==> src/rtl/dac_ddr_pkg.sv <==
// rtl/dac_ddr_pkg.sv - shared mode encoding and code-point helpers for the DAC DDR framer
package dac_ddr_pkg;

  typedef enum logic [2:0] {
    MODE_NORMAL = 3'd0,
    MODE_MID    = 3'd1,
    MODE_RAMP   = 3'd2,
    MODE_ALT    = 3'd3,
    MODE_CONST  = 3'd4
  } mode_e;

  // Also the XOR mask that turns two's complement into offset binary.
  function automatic logic [31:0] midcode(input int dw, input int offset_bin);
    return (offset_bin != 0) ? (32'd1 << (dw - 1)) : 32'd0;
  endfunction

  function automatic logic [31:0] alt_pattern(input int dw);
    logic [31:0] p;
    p = '0;
    for (int i = 0; i < dw; i++) begin
      if (((dw - 1 - i) % 2) == 0) p[i] = 1'b1;
    end
    return p;
  endfunction

endpackage

==> src/rtl/dac_ddr_lane.sv <==
// rtl/dac_ddr_lane.sv - per-bus output stage: format conversion, pin-swap flip, output register
module dac_ddr_lane
  import dac_ddr_pkg::*;
#(
  parameter int            DW         = 14,
  parameter int            OFFSET_BIN = 1,
  parameter logic [DW-1:0] FLIP       = '0
) (
  input  logic          clk,
  input  logic          reset_n,
  input  logic [DW-1:0] rise_in,
  input  logic [DW-1:0] fall_in,
  input  logic          conv,
  output logic [DW-1:0] d_rise,
  output logic [DW-1:0] d_fall
);

  localparam logic [DW-1:0] CONV_MASK = DW'(midcode(DW, OFFSET_BIN));
  localparam logic [DW-1:0] RST_VAL   = CONV_MASK ^ FLIP;

  logic [DW-1:0] d_rise_d, d_rise_q;
  logic [DW-1:0] d_fall_d, d_fall_q;

  // Test patterns arrive with conv low and bypass conversion; the flip always applies.
  always_comb begin
    d_rise_d = (conv ? (rise_in ^ CONV_MASK) : rise_in) ^ FLIP;
    d_fall_d = (conv ? (fall_in ^ CONV_MASK) : fall_in) ^ FLIP;
  end

  always_ff @(posedge clk) begin
    if (!reset_n) begin
      d_rise_q <= RST_VAL;
      d_fall_q <= RST_VAL;
    end else begin
      d_rise_q <= d_rise_d;
      d_fall_q <= d_fall_d;
    end
  end

  assign d_rise = d_rise_q;
  assign d_fall = d_fall_q;

endmodule

==> src/rtl/dac_ddr_framer.sv <==
// rtl/dac_ddr_framer.sv - I/Q DDR sample framer: mode mux, ramp, underflow hold/mute, per-bus lanes
module dac_ddr_framer
  import dac_ddr_pkg::*;
#(
  parameter int                 DW         = 14,
  parameter int                 NBUS       = 1,
  parameter int                 OFFSET_BIN = 1,
  parameter logic [NBUS*DW-1:0] FLIP_D     = '0,
  parameter logic               FLIP_DCI   = 1'b0,
  parameter int                 MUTE_AFTER = 16
) (
  input  logic               clk,
  input  logic               reset_n,
  input  logic [NBUS*DW-1:0] data_i,
  input  logic [NBUS*DW-1:0] data_q,
  input  logic               data_valid,
  input  logic [2:0]         mode,
  input  logic [DW-1:0]      const_val,
  input  logic [DW-1:0]      ramp_step,
  input  logic               clr_cnt,
  output logic [NBUS*DW-1:0] d_rise,
  output logic [NBUS*DW-1:0] d_fall,
  output logic               dci_rise,
  output logic               dci_fall,
  output logic               muted,
  output logic [15:0]        underflow_cnt
);

  localparam logic [15:0]   MUTE_TH = 16'(MUTE_AFTER);
  localparam logic [DW-1:0] ALT     = DW'(alt_pattern(DW));

  logic [2:0]         mode_prev_d, mode_prev_q;
  logic [DW-1:0]      acc_d, acc_q;
  logic [15:0]        run_d, run_q;
  logic               muted_d, muted_q;
  logic [15:0]        ucnt_d, ucnt_q;
  logic [NBUS*DW-1:0] hold_i_d, hold_i_q;
  logic [NBUS*DW-1:0] hold_q_d, hold_q_q;
  logic [NBUS*DW-1:0] s1_rise_d, s1_rise_q;
  logic [NBUS*DW-1:0] s1_fall_d, s1_fall_q;
  logic               s1_conv_d, s1_conv_q;
  logic [DW-1:0]      ramp_base;
  logic [DW-1:0]      ramp_fall;

  // Stage-1 words stay in the input domain when conv is set; zero there means midscale.
  always_comb begin
    mode_prev_d = mode;
    acc_d       = acc_q;
    run_d       = '0;
    muted_d     = 1'b0;
    ucnt_d      = ucnt_q;
    hold_i_d    = hold_i_q;
    hold_q_d    = hold_q_q;
    s1_rise_d   = '0;
    s1_fall_d   = '0;
    s1_conv_d   = 1'b1;
    ramp_base   = (mode_prev_q != MODE_RAMP) ? '0 : acc_q;
    ramp_fall   = ramp_base + ramp_step;

    case (mode)
      MODE_NORMAL: begin
        if (data_valid) begin
          hold_i_d  = data_i;
          hold_q_d  = data_q;
          s1_rise_d = data_i;
          s1_fall_d = data_q;
        end else begin
          run_d = (run_q == 16'hFFFF) ? run_q : run_q + 16'd1;
          if (ucnt_q != 16'hFFFF) ucnt_d = ucnt_q + 16'd1;
          if (run_d >= MUTE_TH) begin
            muted_d = 1'b1;
          end else begin
            s1_rise_d = hold_i_q;
            s1_fall_d = hold_q_q;
          end
        end
      end
      MODE_RAMP: begin
        s1_rise_d = {NBUS{ramp_base}};
        s1_fall_d = {NBUS{ramp_fall}};
        s1_conv_d = 1'b0;
        acc_d     = ramp_fall + ramp_step;
      end
      MODE_ALT: begin
        s1_rise_d = {NBUS{ALT}};
        s1_fall_d = {NBUS{~ALT}};
        s1_conv_d = 1'b0;
      end
      MODE_CONST: begin
        s1_rise_d = {NBUS{const_val}};
        s1_fall_d = {NBUS{const_val}};
        s1_conv_d = 1'b0;
      end
      default: begin
      end
    endcase

    if (clr_cnt) ucnt_d = '0;
  end

  always_ff @(posedge clk) begin
    if (!reset_n) begin
      mode_prev_q <= '0;
      acc_q       <= '0;
      run_q       <= '0;
      muted_q     <= 1'b0;
      ucnt_q      <= '0;
      hold_i_q    <= '0;
      hold_q_q    <= '0;
      s1_rise_q   <= '0;
      s1_fall_q   <= '0;
      s1_conv_q   <= 1'b1;
    end else begin
      mode_prev_q <= mode_prev_d;
      acc_q       <= acc_d;
      run_q       <= run_d;
      muted_q     <= muted_d;
      ucnt_q      <= ucnt_d;
      hold_i_q    <= hold_i_d;
      hold_q_q    <= hold_q_d;
      s1_rise_q   <= s1_rise_d;
      s1_fall_q   <= s1_fall_d;
      s1_conv_q   <= s1_conv_d;
    end
  end

  for (genvar b = 0; b < NBUS; b++) begin : g_lane
    dac_ddr_lane #(
      .DW        (DW),
      .OFFSET_BIN(OFFSET_BIN),
      .FLIP      (FLIP_D[b*DW +: DW])
    ) u_lane (
      .clk    (clk),
      .reset_n(reset_n),
      .rise_in(s1_rise_q[b*DW +: DW]),
      .fall_in(s1_fall_q[b*DW +: DW]),
      .conv   (s1_conv_q),
      .d_rise (d_rise[b*DW +: DW]),
      .d_fall (d_fall[b*DW +: DW])
    );
  end

  assign dci_rise      = FLIP_DCI;
  assign dci_fall      = ~FLIP_DCI;
  assign muted         = muted_q;
  assign underflow_cnt = ucnt_q;

endmodule

==> config.mk <==
export PLATFORM = sky130hd
export DESIGN_NAME = dac_ddr_framer
export DESIGN_NICKNAME = d
export VERILOG_FILES = /design/src/rtl/dac_ddr_pkg.sv /design/src/rtl/dac_ddr_lane.sv /design/src/rtl/dac_ddr_framer.sv
export SDC_FILE = /design/constraint.sdc
export NUM_CORES = 1
export LEC_CHECK = 0
export CELL_PAD_IN_SITES_DETAIL_PLACEMENT = 0
export CELL_PAD_IN_SITES_GLOBAL_PLACEMENT = 1
export CORE_MARGIN = 4
export CORE_UTILIZATION = 40
export CTS_BUF_LIST = sky130_fd_sc_hd__clkbuf_8 sky130_fd_sc_hd__clkbuf_16
export DETAILED_ROUTE_END_ITERATION = 7
export PLACE_DENSITY_LB_ADDON = 0.1
export SYNTH_ARGS = -nofsm -noshare
export SYNTH_HDL_FRONTEND = slang
export SYNTH_HIERARCHICAL = 1
export SYNTH_SLANG_ARGS = --single-unit
==> constraint.sdc <==
create_clock -name clk -period 4.9 [get_ports clk]
set_input_delay 0.49 -clock clk [delete_from_list [all_inputs] [get_ports clk]]
set_output_delay 0.49 -clock clk [all_outputs]
set_load 0.02 [all_outputs]
==> metrics <==
outcome finished, final reports clean; Worst path slowest cell a311oi_1; Tmin final 4.156 ns; YS warnings 6; vias 5754; Port Buffer Count 107; initial core utilization 41.43%; fin cells 1096; drt pass-1 iters 5; Top Ports 110; syn_nets 865; worst r2r path cells 19; Slew Limit Headroom 27.40%; CP Cell Sequence nor3b_1, buf_4, nand2_1, inv_1, ha_1, fa_1, a21o_1, a21oi_1, o21bai_1, a22o_1, a311oi_1, o21bai_1, a21oi_1, xnor2_1, ha_1, a21o_1, a41oi_1, nand3_1, o211ai_1; global-route wire length before repair 29.44 mm; GPL Wtd Cong 0.8330; initial antenna violation count 0; Hold Crit Class reg2reg; dpl cells 1064; Routed WL per cell 16.85 µm; Pleak 3.082 nW; worst-path maximum fanout 17; Mapped Cells 772; CP arrival 4.50 ns; Crit. Startpoint mode_prev_q[1]$_SDFF_PN0_; Worst Tran Pin Value 1.086 ns; total grt overflow 0; area of the die 0.01882 mm²; final WL 18.46 mm; Worst-path clk slew 0.06 ns; flops & latches, synth 135; Synth cell types 69; RSZ-0062 raised after global routing false; drt initial violations 281; synth cell count leaders nand2_1, dfxtp_1, nor2_1, and2_1, a21boi_0; period utilisation layout 84.81%; maximum clock path buffer count 2; CTS tree yes; H-Tree Depth 4; Pins Over Slew Limit 0; Final Hold Vio Count 0; post-CTS setup buffer count 0; Crit path required time 5.24 ns; Main synth FF type dfxtp_1; Via density 5.250; Synth top area share 40.48%; Final setup viols 0; setup TNS 0 ns; top area cells in the synthesized netlist dfxtp_1, nand2_1, ha_1; Setup crit end kind flip-flop; total core area 0.01612 mm²; clk sinks 135; PostCTS Resize Cnt 0; Layout Nets 960; number of global-route vias before repair 5746; root buf cell clkbuf_16; Num CTS Buffers 17; die width 137.2 µm; largest net degree at the start of global routing 74; Max Cap Viol 0; peak supply drop 268.8 µV; share of post-route cells with drive strength above 1 8.182%; Fin Clk Skew 0.008015 ns; Post-Syn Area 0.006676 mm²; Worst setup endpoint acc_q[13]$_SDFFE_PN0P_; worst setup path class reg2reg; n_diodes 0; Area Growth Syn to Fin 27.21%; crit-path max cell delay 0.44 ns; Die Y 137.2 µm; Startpoint Class flip-flop; PwrDens 321.6 mW/mm²; cts hold-fix bufs 0; Critical R2R Capture acc_q[13]$_SDFFE_PN0P_; row count 46; R2R setup slack 0.74 ns; clk_lat worst skew 0.42 ns; Yosys top cell by area dfxtp_1; Remaining DRCs 0; DPL Wire Length 13.44 mm; f_max 240.6 MHz; count leader, synth nand2_1; number of flops mapped to enable cells by yosys 0; Reg-to-Reg Start mode_prev_q[1]$_SDFF_PN0_; asr flop ratio synth 0%; ANT nets after route 0; Seq/Total Area, Yosys 40.48%; Syn Area/Cell 8.648 µm²; total track usage 20.10%
how the worst min path moves through the flow:
| stage | to | cells past startpoint | from |
|---|---|---|---|
| after floorplan | g_lane[0].u_lane/d_fall[5]$_SDFF_PN0_ | 1 | s1_fall_q[5]$_SDFF_PN0_ |
| after global placement | g_lane[0].u_lane/d_rise[3]$_SDFF_PN0_ | 1 | s1_rise_q[3]$_SDFF_PN0_ |
| after detailed placement | g_lane[0].u_lane/d_rise[9]$_SDFF_PN0_ | 1 | s1_rise_q[9]$_SDFF_PN0_ |
| after CTS | g_lane[0].u_lane/d_rise[9]$_SDFF_PN0_ | 1 | s1_rise_q[9]$_SDFF_PN0_ |
| after global routing | g_lane[0].u_lane/d_rise[3]$_SDFF_PN0_ | 1 | s1_rise_q[3]$_SDFF_PN0_ |
| final | g_lane[0].u_lane/d_rise[9]$_SDFF_PN0_ | 1 | s1_rise_q[9]$_SDFF_PN0_ |
routing by layer:
| layer | wire length (µm) | track usage [%] |
|---|---|---|
| met4 | 171 | 4.767 |
| met5 | 0 | 0 |
| met1 | 8955 | 27.79 |
| met3 | 1009 | 4.529 |
| met2 | 8328 | 32.04 |
state kept, by name (all words and copies together), names as in the netlist:
| signal | count |
|---|---|
| run_q | 16 |
| s1_rise_q | 14 |
| hold_q_q | 14 |
| mode_prev_q | 3 |
| s1_conv_q | 1 |
| muted | 1 |
| g_lane.u_lane/d_rise | 14 |
| acc_q | 14 |
| g_lane.u_lane/d_fall | 14 |
| hold_i_q | 14 |
| s1_fall_q | 14 |
| underflow_cnt | 16 |
cells in the final DEF, fill, tap and decap left out, drive strengths merged, types with 3 or more instances in the layout:
cell / instances
nand2: 138
dfxtp: 135
clkdlybuf4s50: 106
and2: 58
nor2: 46
a21boi: 37
xnor2: 34
o21ai: 34
a21oi: 28
ha: 28
nand3: 20
clkbuf: 19
inv: 18
a41oi: 17
nor3: 16
xor2: 13
a31oi: 11
and3: 10
buf: 9
a21o: 8
a221oi: 6
a22oi: 5
or2: 5
o211ai: 5
and4: 5
or3: 5
a211oi: 5
nor4: 5
o21bai: 4
nand4: 4
nand2b: 3
clkinv: 3
report_power, final:
part	switching, mW	internal (mW)
Combinational	0.147	0.131
Clock	0.530	0.792
Sequential	0.0105	1.12
stage by stage:
stage / hold WS (ns) / power (mW) / area [µm²] / util, % / setup WS, ns
after floorplan: 0.4119 / 1.315 / 6676 / - / 1.156
after global placement: 0.4164 / 1.428 / 7884 / 48.92 / 0.6300
after detailed placement: 0.4185 / 1.431 / 7884 / 48.92 / 0.5620
after CTS: 0.4325 / 2.751 / 8493 / 52.70 / 0.7686
after global routing: 0.4465 / 2.837 / 8493 / 52.70 / 0.3281
final: 0.4305 / 2.731 / 8493 / 52.70 / 0.7444
worst max-delay path, delay by kind of cell, from the launching register on:
family | cells | cell delay, ns
compound gates | 10 | 2.11
fa+ha+maj | 3 | 0.92
simple gates | 3 | 0.33
flops | 1 | 0.30
buf+inv | 2 | 0.25
xor+xnor | 1 | 0.14
final cells by class:
| cell class | instances | area [µm²] |
|---|---|---|
| fillers | 1509 | 7622 |
| multi-input cells | 587 | 3744 |
| flip-flops and latches | 135 | 2703 |
| repair buffers | 115 | 1126 |
| clock buffers | 19 | 452.9 |
| well taps | 216 | 270.3 |
| clock inverters | 13 | 156.4 |
| inverters | 11 | 41.29 |
cell families after synthesis:
group | synth area share, %
multiplexers | 0.2999
flip-flops | 40.48
AO/OA/AOI/OAI | 19.40
adder cells (fa/ha/maj) | 5.997
buffers and inverters | 3.504
other | 0.1125
AND/OR/NAND/NOR | 24.04
XOR/XNOR | 6.166
Note: power is estimated with default switching activity, not from simulation.
